==> src/rtl/div_pkg.sv <==
// Shared types and constants for the divider arbiter.
package div_pkg;

   localparam int unsigned DEF_WIDTH = 16;

   // Truncated to the datapath width at the point of use.
   localparam logic [63:0] DIV_ZERO_RESULT = '1;

   typedef enum logic [2:0] {
      IDLE,
      ISSUE,
      WAIT_BUSY,
      WAIT_READY,
      DONE
   } state_t;

endpackage

==> src/rtl/rr_picker.sv <==
// Combinational round-robin selector: first set request at or after ptr, wrapping.
module rr_picker #(
   parameter int unsigned NREQ = 4,
   parameter int unsigned PW   = 2
) (
   input  logic [NREQ-1:0] req,
   input  logic [PW-1:0]   ptr,
   output logic [NREQ-1:0] gnt_c,
   output logic [PW-1:0]   idx_c
);

   always_comb begin
      logic        found;
      int unsigned j;
      found = 1'b0;
      j     = 0;
      gnt_c = '0;
      idx_c = '0;
      for (int unsigned i = 0; i < NREQ; i++) begin
         j = (32'(ptr) + i) % NREQ;
         if (!found && req[PW'(j)]) begin
            found            = 1'b1;
            gnt_c[PW'(j)]    = 1'b1;
            idx_c            = PW'(j);
         end
      end
   end

endmodule

==> src/rtl/div_arbiter.sv <==
// Round-robin arbiter sharing one sequential divider between NREQ clients,
// with divide-by-zero bypass and a watchdog against a hung divider.
module div_arbiter
   import div_pkg::*;
#(
   parameter int unsigned WIDTH   = DEF_WIDTH,
   parameter int unsigned NREQ    = 4,
   parameter int unsigned TIMEOUT = 1023
) (
   input  logic                  clk,
   input  logic                  rst,
   input  logic [NREQ-1:0]       req,
   input  logic [NREQ*WIDTH-1:0] req_dividend,
   input  logic [NREQ*WIDTH-1:0] req_divisor,
   output logic [NREQ-1:0]       done,
   output logic [WIDTH-1:0]      result,
   output logic                  err,
   output logic                  div_start,
   output logic [WIDTH-1:0]      dividend,
   output logic [WIDTH-1:0]      divisor,
   input  logic                  Busy,
   input  logic                  Ready,
   input  logic [WIDTH-1:0]      dividerres
);

   localparam int unsigned PW  = $clog2(NREQ);
   localparam int unsigned WDW = $clog2(TIMEOUT + 1);

   state_t            state_q, state_d;
   logic [PW-1:0]     owner_q, owner_d;
   logic [NREQ-1:0]   owner_oh_q, owner_oh_d;
   logic [WIDTH-1:0]  op_a_q, op_a_d;
   logic [WIDTH-1:0]  op_b_q, op_b_d;
   logic [PW-1:0]     rr_q, rr_d;
   logic [WDW-1:0]    wdog_q, wdog_d;
   logic [NREQ-1:0]   done_q, done_d;
   logic [WIDTH-1:0]  result_q, result_d;
   logic              err_q, err_d;
   logic              div_start_q, div_start_d;
   logic [WIDTH-1:0]  dividend_q, dividend_d;
   logic [WIDTH-1:0]  divisor_q, divisor_d;
   logic              busy_q, ready_q;
   logic [WIDTH-1:0]  res_q;

   logic [NREQ-1:0]   gnt_c;
   logic [PW-1:0]     idx_c;
   logic [WIDTH-1:0]  sel_a_c, sel_b_c;
   logic              timeout_c;

   rr_picker #(.NREQ(NREQ), .PW(PW)) u_pick (
      .req   (req),
      .ptr   (rr_q),
      .gnt_c (gnt_c),
      .idx_c (idx_c)
   );

   // Operand mux for the winning client.
   always_comb begin
      sel_a_c = '0;
      sel_b_c = '0;
      for (int unsigned i = 0; i < NREQ; i++) begin
         if (gnt_c[i]) begin
            sel_a_c = req_dividend[i*WIDTH +: WIDTH];
            sel_b_c = req_divisor[i*WIDTH +: WIDTH];
         end
      end
   end

   assign timeout_c = (wdog_q == WDW'(TIMEOUT - 1));

   always_comb begin
      state_d     = state_q;
      owner_d     = owner_q;
      owner_oh_d  = owner_oh_q;
      op_a_d      = op_a_q;
      op_b_d      = op_b_q;
      rr_d        = rr_q;
      wdog_d      = wdog_q;
      done_d      = '0;
      result_d    = result_q;
      err_d       = err_q;
      div_start_d = 1'b0;
      dividend_d  = dividend_q;
      divisor_d   = divisor_q;
      case (state_q)
         IDLE: begin
            if (|req) begin
               owner_d    = idx_c;
               owner_oh_d = gnt_c;
               op_a_d     = sel_a_c;
               op_b_d     = sel_b_c;
               if (sel_b_c == '0) begin
                  state_d  = DONE;
                  done_d   = gnt_c;
                  result_d = WIDTH'(DIV_ZERO_RESULT);
                  err_d    = 1'b1;
               end else begin
                  state_d = ISSUE;
                  wdog_d  = '0;
               end
            end
         end
         ISSUE: begin
            wdog_d = '0;
            if (!busy_q) begin
               div_start_d = 1'b1;
               dividend_d  = op_a_q;
               divisor_d   = op_b_q;
               state_d     = WAIT_BUSY;
            end
         end
         WAIT_BUSY, WAIT_READY: begin
            wdog_d = wdog_q + WDW'(1);
            if (ready_q) begin
               state_d  = DONE;
               done_d   = owner_oh_q;
               result_d = res_q;
               err_d    = 1'b0;
            end else if (timeout_c) begin
               state_d  = DONE;
               done_d   = owner_oh_q;
               result_d = '0;
               err_d    = 1'b1;
            end else if (state_q == WAIT_BUSY && busy_q) begin
               state_d = WAIT_READY;
            end
         end
         DONE: begin
            state_d = IDLE;
            rr_d    = (owner_q == PW'(NREQ - 1)) ? '0 : owner_q + PW'(1);
         end
         default: state_d = IDLE;
      endcase
   end

   always_ff @(posedge clk or negedge rst) begin
      if (!rst) begin
         state_q     <= IDLE;
         owner_q     <= '0;
         owner_oh_q  <= '0;
         op_a_q      <= '0;
         op_b_q      <= '0;
         rr_q        <= '0;
         wdog_q      <= '0;
         done_q      <= '0;
         result_q    <= '0;
         err_q       <= 1'b0;
         div_start_q <= 1'b0;
         dividend_q  <= '0;
         divisor_q   <= '0;
         busy_q      <= 1'b0;
         ready_q     <= 1'b0;
         res_q       <= '0;
      end else begin
         state_q     <= state_d;
         owner_q     <= owner_d;
         owner_oh_q  <= owner_oh_d;
         op_a_q      <= op_a_d;
         op_b_q      <= op_b_d;
         rr_q        <= rr_d;
         wdog_q      <= wdog_d;
         done_q      <= done_d;
         result_q    <= result_d;
         err_q       <= err_d;
         div_start_q <= div_start_d;
         dividend_q  <= dividend_d;
         divisor_q   <= divisor_d;
         busy_q      <= Busy;
         ready_q     <= Ready;
         res_q       <= dividerres;
      end
   end

   assign done      = done_q;
   assign result    = result_q;
   assign err       = err_q;
   assign div_start = div_start_q;
   assign dividend  = dividend_q;
   assign divisor   = divisor_q;

endmodule

==> config.mk <==
export PLATFORM = sky130hd
export DESIGN_NAME = div_arbiter
export DESIGN_NICKNAME = d
export VERILOG_FILES = /design/src/rtl/div_pkg.sv /design/src/rtl/rr_picker.sv /design/src/rtl/div_arbiter.sv
export SDC_FILE = /design/constraint.sdc
export NUM_CORES = 1
export LEC_CHECK = 0
export CORE_MARGIN = 2
export CORE_UTILIZATION = 39
export DETAILED_ROUTE_END_ITERATION = 16
export PLACE_DENSITY = 0.73
export SLEW_MARGIN = 20
export SYNTH_ARGS = -nofsm -noshare
export SYNTH_HDL_FRONTEND = slang
export SYNTH_HIERARCHICAL = 1
export SYNTH_SLANG_ARGS = --single-unit
==> constraint.sdc <==
create_clock -name clk -period 4 [get_ports clk]
set_input_delay 0.8 -clock clk [delete_from_list [all_inputs] [get_ports clk]]
set_output_delay 0.8 -clock clk [all_outputs]
set_load 0.02 [all_outputs]
# Yosys cells after proc, flatten, opt, wreduce, memory -nomap -nowiden
# Index checks and enable logic that the tools add are counted.
# Widths: inputs -> output; s select.
dict set report word_totals {
  input_bits 152
  wordCells 130
  regBits 125
  output_inout_bits 54
}
dict set report op_classes {
  n_eq_ne 12
  add_sub_neg 5
  bitwise_logic 4
  reduce_logical 22
  mux 63
  n_lt_le_gt_ge 8
}
# operator n
set ops {}
lappend ops {{$mux 16} 12}
lappend ops {{$mux 4} 8}
lappend ops {{$pmux 16 s2} 1}
lappend ops {{$pmux 10 s3} 1}
lappend ops {{$mux 10} 2}
lappend ops {{$mux 3} 6}
lappend ops {{$mux 1} 17}
lappend ops {{$logic_not 16->1} 1}
lappend ops {{$lt 2x3->1 const B} 4}
lappend ops {{$or 4x4->4} 3}
lappend ops {{$add 10x1->10 const B} 1}
lappend ops {{$eq 10x10->1 const B} 1}
lappend ops {{$mux 2} 5}
lappend ops {{$pmux 3 s3} 1}
lappend ops {{$bmux 1 s2} 4}
lappend ops {{$demux 1 s2} 4}
lappend ops {{$ge 2x1->1 const B} 4}
lappend ops {{$logic_and 1x1->1} 8}
lappend ops {{$ne 2x2->1 const B} 4}
lappend ops {{$pmux 4 s2} 1}
lappend ops {{$eq 3x2->1 const B} 2}
lappend ops {{$reduce_and 3->1} 2}
lappend ops {{$add 2x1->2 const B} 2}
lappend ops {{$add 2x2->2 const B} 2}
lappend ops {{15 further kinds} 18}

# Depth between registers and ports, before layout
dict set report logic_depth {
  word_depth 20
  ltp_mapped 17
  mapped_depth_nobuf 13
}

# Cells and area by module
# The synthesis kept the hierarchy.
# mod seq_area_each_um2 area_each_um2 n_inst cells_each
set modules_own_cells {}
lappend modules_own_cells {div_arbiter 3128.0 5551.6 1 535}
lappend modules_own_cells {rr_picker 0.0 419.2 1 46}

# Worst setup path before layout
# No wires, ideal clock.
dict set report synth_timing {
  path_type {reg2reg}
  from {register rr_q[0]}
  to {register result_q[2] (netlist: result[2])}
  setup_ns 0.082
  stages_incl_launch_ff 17
  required_ns 3.918
  period_less_slack_ns 3.745
  t_arrival_ns 3.663
  n_path_buf 4
  path_slack_ns 0.255
  cell_sequence {dfrtp_1 > buf_2 > inv_1 > ha_1 > mux4_2 > nor3_4 > a22oi_1 > o21ai_1 > buf_2 > nor2b_1 > clkbuf_1 > a221oi_1 > o22ai_1 > nor4_2 > nand3_1 > buf_2 > a31oi_1}
}
dict set report synth_via {
  elab_cells_between_ends 54
  cone_classes {add/sub: 3; order compare: 8; eq/ne: 1; mux: 27; bitwise: 3; reduce/logical: 12}
}
# element line_no
set synth_lines {}
lappend synth_lines {{from (decl)} div_arbiter.sv:34} ;# logic [PW-1:0] rr_q, rr_d;
lappend synth_lines {{from (signal assigned)} div_arbiter.sv:160} ;# rr_q <= rr_d;
lappend synth_lines {{branches (longest 11 deep; another with $lt 2x3->1)} n/a}
lappend synth_lines {{$mux 4 *} rr_picker.sv:21} ;# if (!found && req[PW'(j)]) begin
lappend synth_lines {{net gnt_c[1]} div_arbiter.sv:45} ;# logic [NREQ-1:0] gnt_c;
lappend synth_lines {{$mux 16 * (3 in series)} div_arbiter.sv:62} ;# if (gnt_c[i]) begin
lappend synth_lines {{$logic_not 16->1 *} div_arbiter.sv:92} ;# if (sel_b_c == '0) begin
lappend synth_lines {{$ne 2x2->1 (no line) *} n/a}
lappend synth_lines {{$reduce_and 4->1 (no line) *} n/a}
lappend synth_lines {{to (signal assigned)} div_arbiter.sv:163} ;# result_q <= result_d;
lappend synth_lines {{to (decl)} div_arbiter.sv:37} ;# logic [WIDTH-1:0] result_q, result_d;
# Mark *: on every way through the listed nets, which the timed path passes. The select of a mux whose other input is x is not followed.
# A chain may end at the register's enable or synchronous reset.

# Worst setup path after layout
dict set report layout_timing {
  from {input port req[3]}
  to {register wdog_q[9]}
}
dict set report layout_via {
  elab_cells_between_ends 33
  cone_classes {eq/ne: 2; mux: 19; bitwise: 3; reduce/logical: 9}
}
# element line_no
set layout_lines {}
lappend layout_lines {{from (decl)} div_arbiter.sv:12} ;# input logic [NREQ-1:0] req,
lappend layout_lines {{$bmux 1 s2} rr_picker.sv:21}
lappend layout_lines {{$mux 1 (implied by the code)} rr_picker.sv:21}
lappend layout_lines {{$mux 1} rr_picker.sv:21}
lappend layout_lines {{$logic_not 1->1} rr_picker.sv:21}
lappend layout_lines {{$logic_and 1x1->1} rr_picker.sv:21}
lappend layout_lines {{$mux 1} rr_picker.sv:21}
lappend layout_lines {{$logic_not 1->1} rr_picker.sv:21}
lappend layout_lines {{$logic_and 1x1->1} rr_picker.sv:21}
lappend layout_lines {{$mux 1} rr_picker.sv:21}
lappend layout_lines {{$logic_not 1->1} rr_picker.sv:21}
lappend layout_lines {{$logic_and 1x1->1} rr_picker.sv:21}
lappend layout_lines {{$mux 4 *} rr_picker.sv:21}
lappend layout_lines {{net gnt_c[2]} div_arbiter.sv:45}
lappend layout_lines {{$mux 16 * (2 in series)} div_arbiter.sv:62}
lappend layout_lines {{$logic_not 16->1 *} div_arbiter.sv:92}
lappend layout_lines {{$ne 2x2->1 (no line) *} n/a}
lappend layout_lines {{$reduce_and 3->1 (no line) *} n/a}
lappend layout_lines {{to (signal assigned)} div_arbiter.sv:161} ;# wdog_q <= wdog_d;
lappend layout_lines {{to (decl)} div_arbiter.sv:35} ;# logic [WDW-1:0] wdog_q, wdog_d;
# The timed path passes the listed nets; every way through them passes the cells marked *. The select of a mux whose other input is x is not followed.

==> summary.txt <==
Logic synthesis
  – Mean Syn Cell Area: 10.3 um2
  – Ys async rst share: 100%
  – Mapped Cells: 581
  – Seq/Total Area, Yosys: 52.4%
  – Synth Register Bits: 125
  – Number of synthesized flops with an enable pin: 0
  – Post-synthesis net count: 741
  – Syn. warnings: 6
  – Post-Syn Area: 5970 um2
  – Post-synth top flop: dfrtp_1
  – Yosys cell types: 49

Clock network
  – Clock root cell: clkbuf_16
  – Worst-path clk slew: 0.06 ns
  – Worst-Skew Late Latency: 0.42 ns
  – CTS tree: built
  – CTS sink cnt: 125
  – Deepest clock path buffer count: 2
  – Hold Buf Count CTS: 0
  – Num CTS Buffers: 17
  – H-Tree Depth: 4

Critical path
  – Setup crit end kind: flip-flop
  – R2r endpoint: wdog_q[9]
  – Cell depth of the worst flop-to-flop path: 15
  – CP Max Fanout: 8
  – Kind of critical path: in2reg
  – Critical Path RT: 4.33 ns
  – Worst r2r src: rr_q[0]
  – Critical Path AT: 4.19 ns
  – Startpoint types: primary input
  – R2R setup slack: 0.24 ns

Floorplan
  – Die height: 128 um
  – I/O pin count: 206
  – Die area: 16300 um2
  – CORE AREA: 15100 um2
  – Starting Density: 39.6%
  – Die width: 128 um
  – # rows: 45

Min path
  – Hold depth: 2
  – Worst Hold Launch: op_b_q[11]
  – Hold Path End: op_b_q[11]
  – Worst Hold Class: reg2reg

Global routing
  – Grt total ovfl: 0
  – First-pass GRT wire length: 28.5 mm
  – Total GRT Usage: 22.2%
  – Largest net degree at the start of global routing: 120
  – Initial antenna violation count: 0
  – Vias in the first global route: 5606

STA
  – Worst setup margin: 0.139 ns
  – Worst slew pin tran: 1.04 ns
  – Max Clk Rate: 259 MHz
  – Normalized max-slew margin: 30.6%
  – Setup TNS Final: 0 ns
  – Post-layout min period: 3.86 ns
  – Clock Skews: 0.0107 ns
  – Max Slew Vio Count: 0
  – Final Setup Violations: 0
  – Final Cycle Share: 96.5%
  – Hold Vio Cnt, Final: 0

Layout
  – Nets: 968
  – Fillers: 1186
  – Layout Area Growth over Synthesis: 53.8%
  – Post-route cell area: 9180 um2
  – Commonest non-fill, non-tap cells in the layout: clkdlybuf4s50_1, dfrtp_1, nand2_1, buf_4, a21oi_1
  – Share of cells above drive strength 1: 17.8%
  – Layout Cells excl Fill: 1009
  – N_diodes: 0
  – Leading cell type in the layout, fill and taps excluded: clkdlybuf4s50_1

Place
  – Setup slack at placement: -0.322 ns
  – Placed Cells: 975
  – Port buffer count: 205
  – GPL Wtd Cong: 0.843
  – Post-DP HPWL: 12.7 mm
  – Placed Area: 8460 um2

Pwr
  – Max rail drop VDD: 0.000387 V
  – Total power: 7.99 mW
  – Pleak: 3.92 nW
  – Power Density: 871 nW/um2

Drt
  – Via density: 5.53
  – Routed via count: 5576
  – Drc violations: 0
  – Router iterations before antenna repair: 5
  – Drt first-iter violations: 386
  – Post-route ant nets: 0
  – Total wire length: 18.1 mm
  – WL/cell: 18.0 um

Run status
  – Run status: finished, final reports clean

Run
  – Max cap viols: 0
==> layout make-up <==
class | instances | area (um2) | area share, %
clock inverter | 13 | 153 | 1.66
inverter | 37 | 139 | 1.51
timing repair buffer | 250 | 2440 | 26.6
clock buffer | 19 | 453 | 4.93
tap | 188 | 235 | 2.56
multi-input combinational | 377 | 2630 | 28.7
sequential | 125 | 3130 | 34.1
==> critical path: stages <==
cell and delay (ns):
clkdlybuf4s50_1 0.47, mux4_2 0.52, nand2b_4 0.17, nor3_4 0.27, a22oi_1 0.10, o21ai_1 0.14
nand2b_1 0.12, buf_4 0.18, o22ai_1 0.26, o22ai_1 0.17, nor4_2 0.39, buf_4 0.20
a31oi_1 0.08, buf_4 0.16, o21ai_0 0.17
==> synthesized netlist by cell type, drive strengths merged (7+ instances only) <==
cell type	instances	share of area [%]
dfrtp	125	52
nand2	53	3.3
a21oi	38	3.2
inv	37	2.3
o21ai	34	2.8
o22ai	34	3.6
mux2	33	6.2
a221oi	30	4.4
nor2	30	1.9
clkbuf	29	1.8
nor3	21	1.9
a31oi	18	1.9
o31ai	18	2.3
buf	13	1.2
mux2i	9	1.5
a22oi	8	1.0
ha	8	1.7
nand3	7	0.59
==> kinds of logic (layout without fill, tap and decap cells) <==
logic type      count (synthesis)  in the layout  share of synthesized area (%)
simple gates                  133            133                           10.8
mux                            46             46                           9.30
fa+ha+maj                       8              8                           1.68
xor+xnor                        1              1                          0.147
compound gates                189            189                           20.4
flops                         125            125                           52.4
buf+inv                        79            319                           5.34
==> worst max-delay path by stage <==
stage / slack, ns / end / start
2_1_floorplan: 0.26 / result[2] / rr_q[0]
3_3_place_gp: -0.15 / wdog_q[4] / req[1]
3_5_place_dp: -0.32 / wdog_q[7] / req[1]
4_1_cts: 0.09 / wdog_q[9] / rr_q[0]
5_1_grt: -0.06 / wdog_q[7] / req[3]
6_report: 0.14 / wdog_q[9] / req[3]
==> registers in the layout, summed over array words and instances (netlist names), 10 cells and up <==
register,count
divisor,16
wdog_q,10
result,16
dividend,16
op_b_q,16
op_a_q,16
res_q,16
==> stage by stage <==
stage	hold slack, ns	util, %
final	0.472	60.8
after global routing	0.503	60.8
after global placement	0.456	56.1
after detailed placement	0.462	56.1
after CTS	0.475	60.1
after floorplan	0.443	-
==> where the power goes <==
| part | internal (mW) | switching (mW) |
|---|---|---|
| clock | 0.964 | 0.596 |
| sequential | 1.72 | 0.284 |
| combinational | 2.04 | 2.38 |
==> per-layer routing <==
layer / track usage (%) / up-vias / wire [um]
li1: - / 2605 / -
met1: 27.7 / 2718 / 7570
met2: 37.5 / 224 / 9090
met3: 5.72 / 29 / 1140
met4: 7.63 / 0 / 323
met5: 0 / - / 0
==> what timing repair did <==
action / in CTS / in global routing
resized for setup: 0 / 20
buffers inserted: 0 / 2
setup endpoints to repair: 0 / 31
Power figures use the tool's default switching activity.
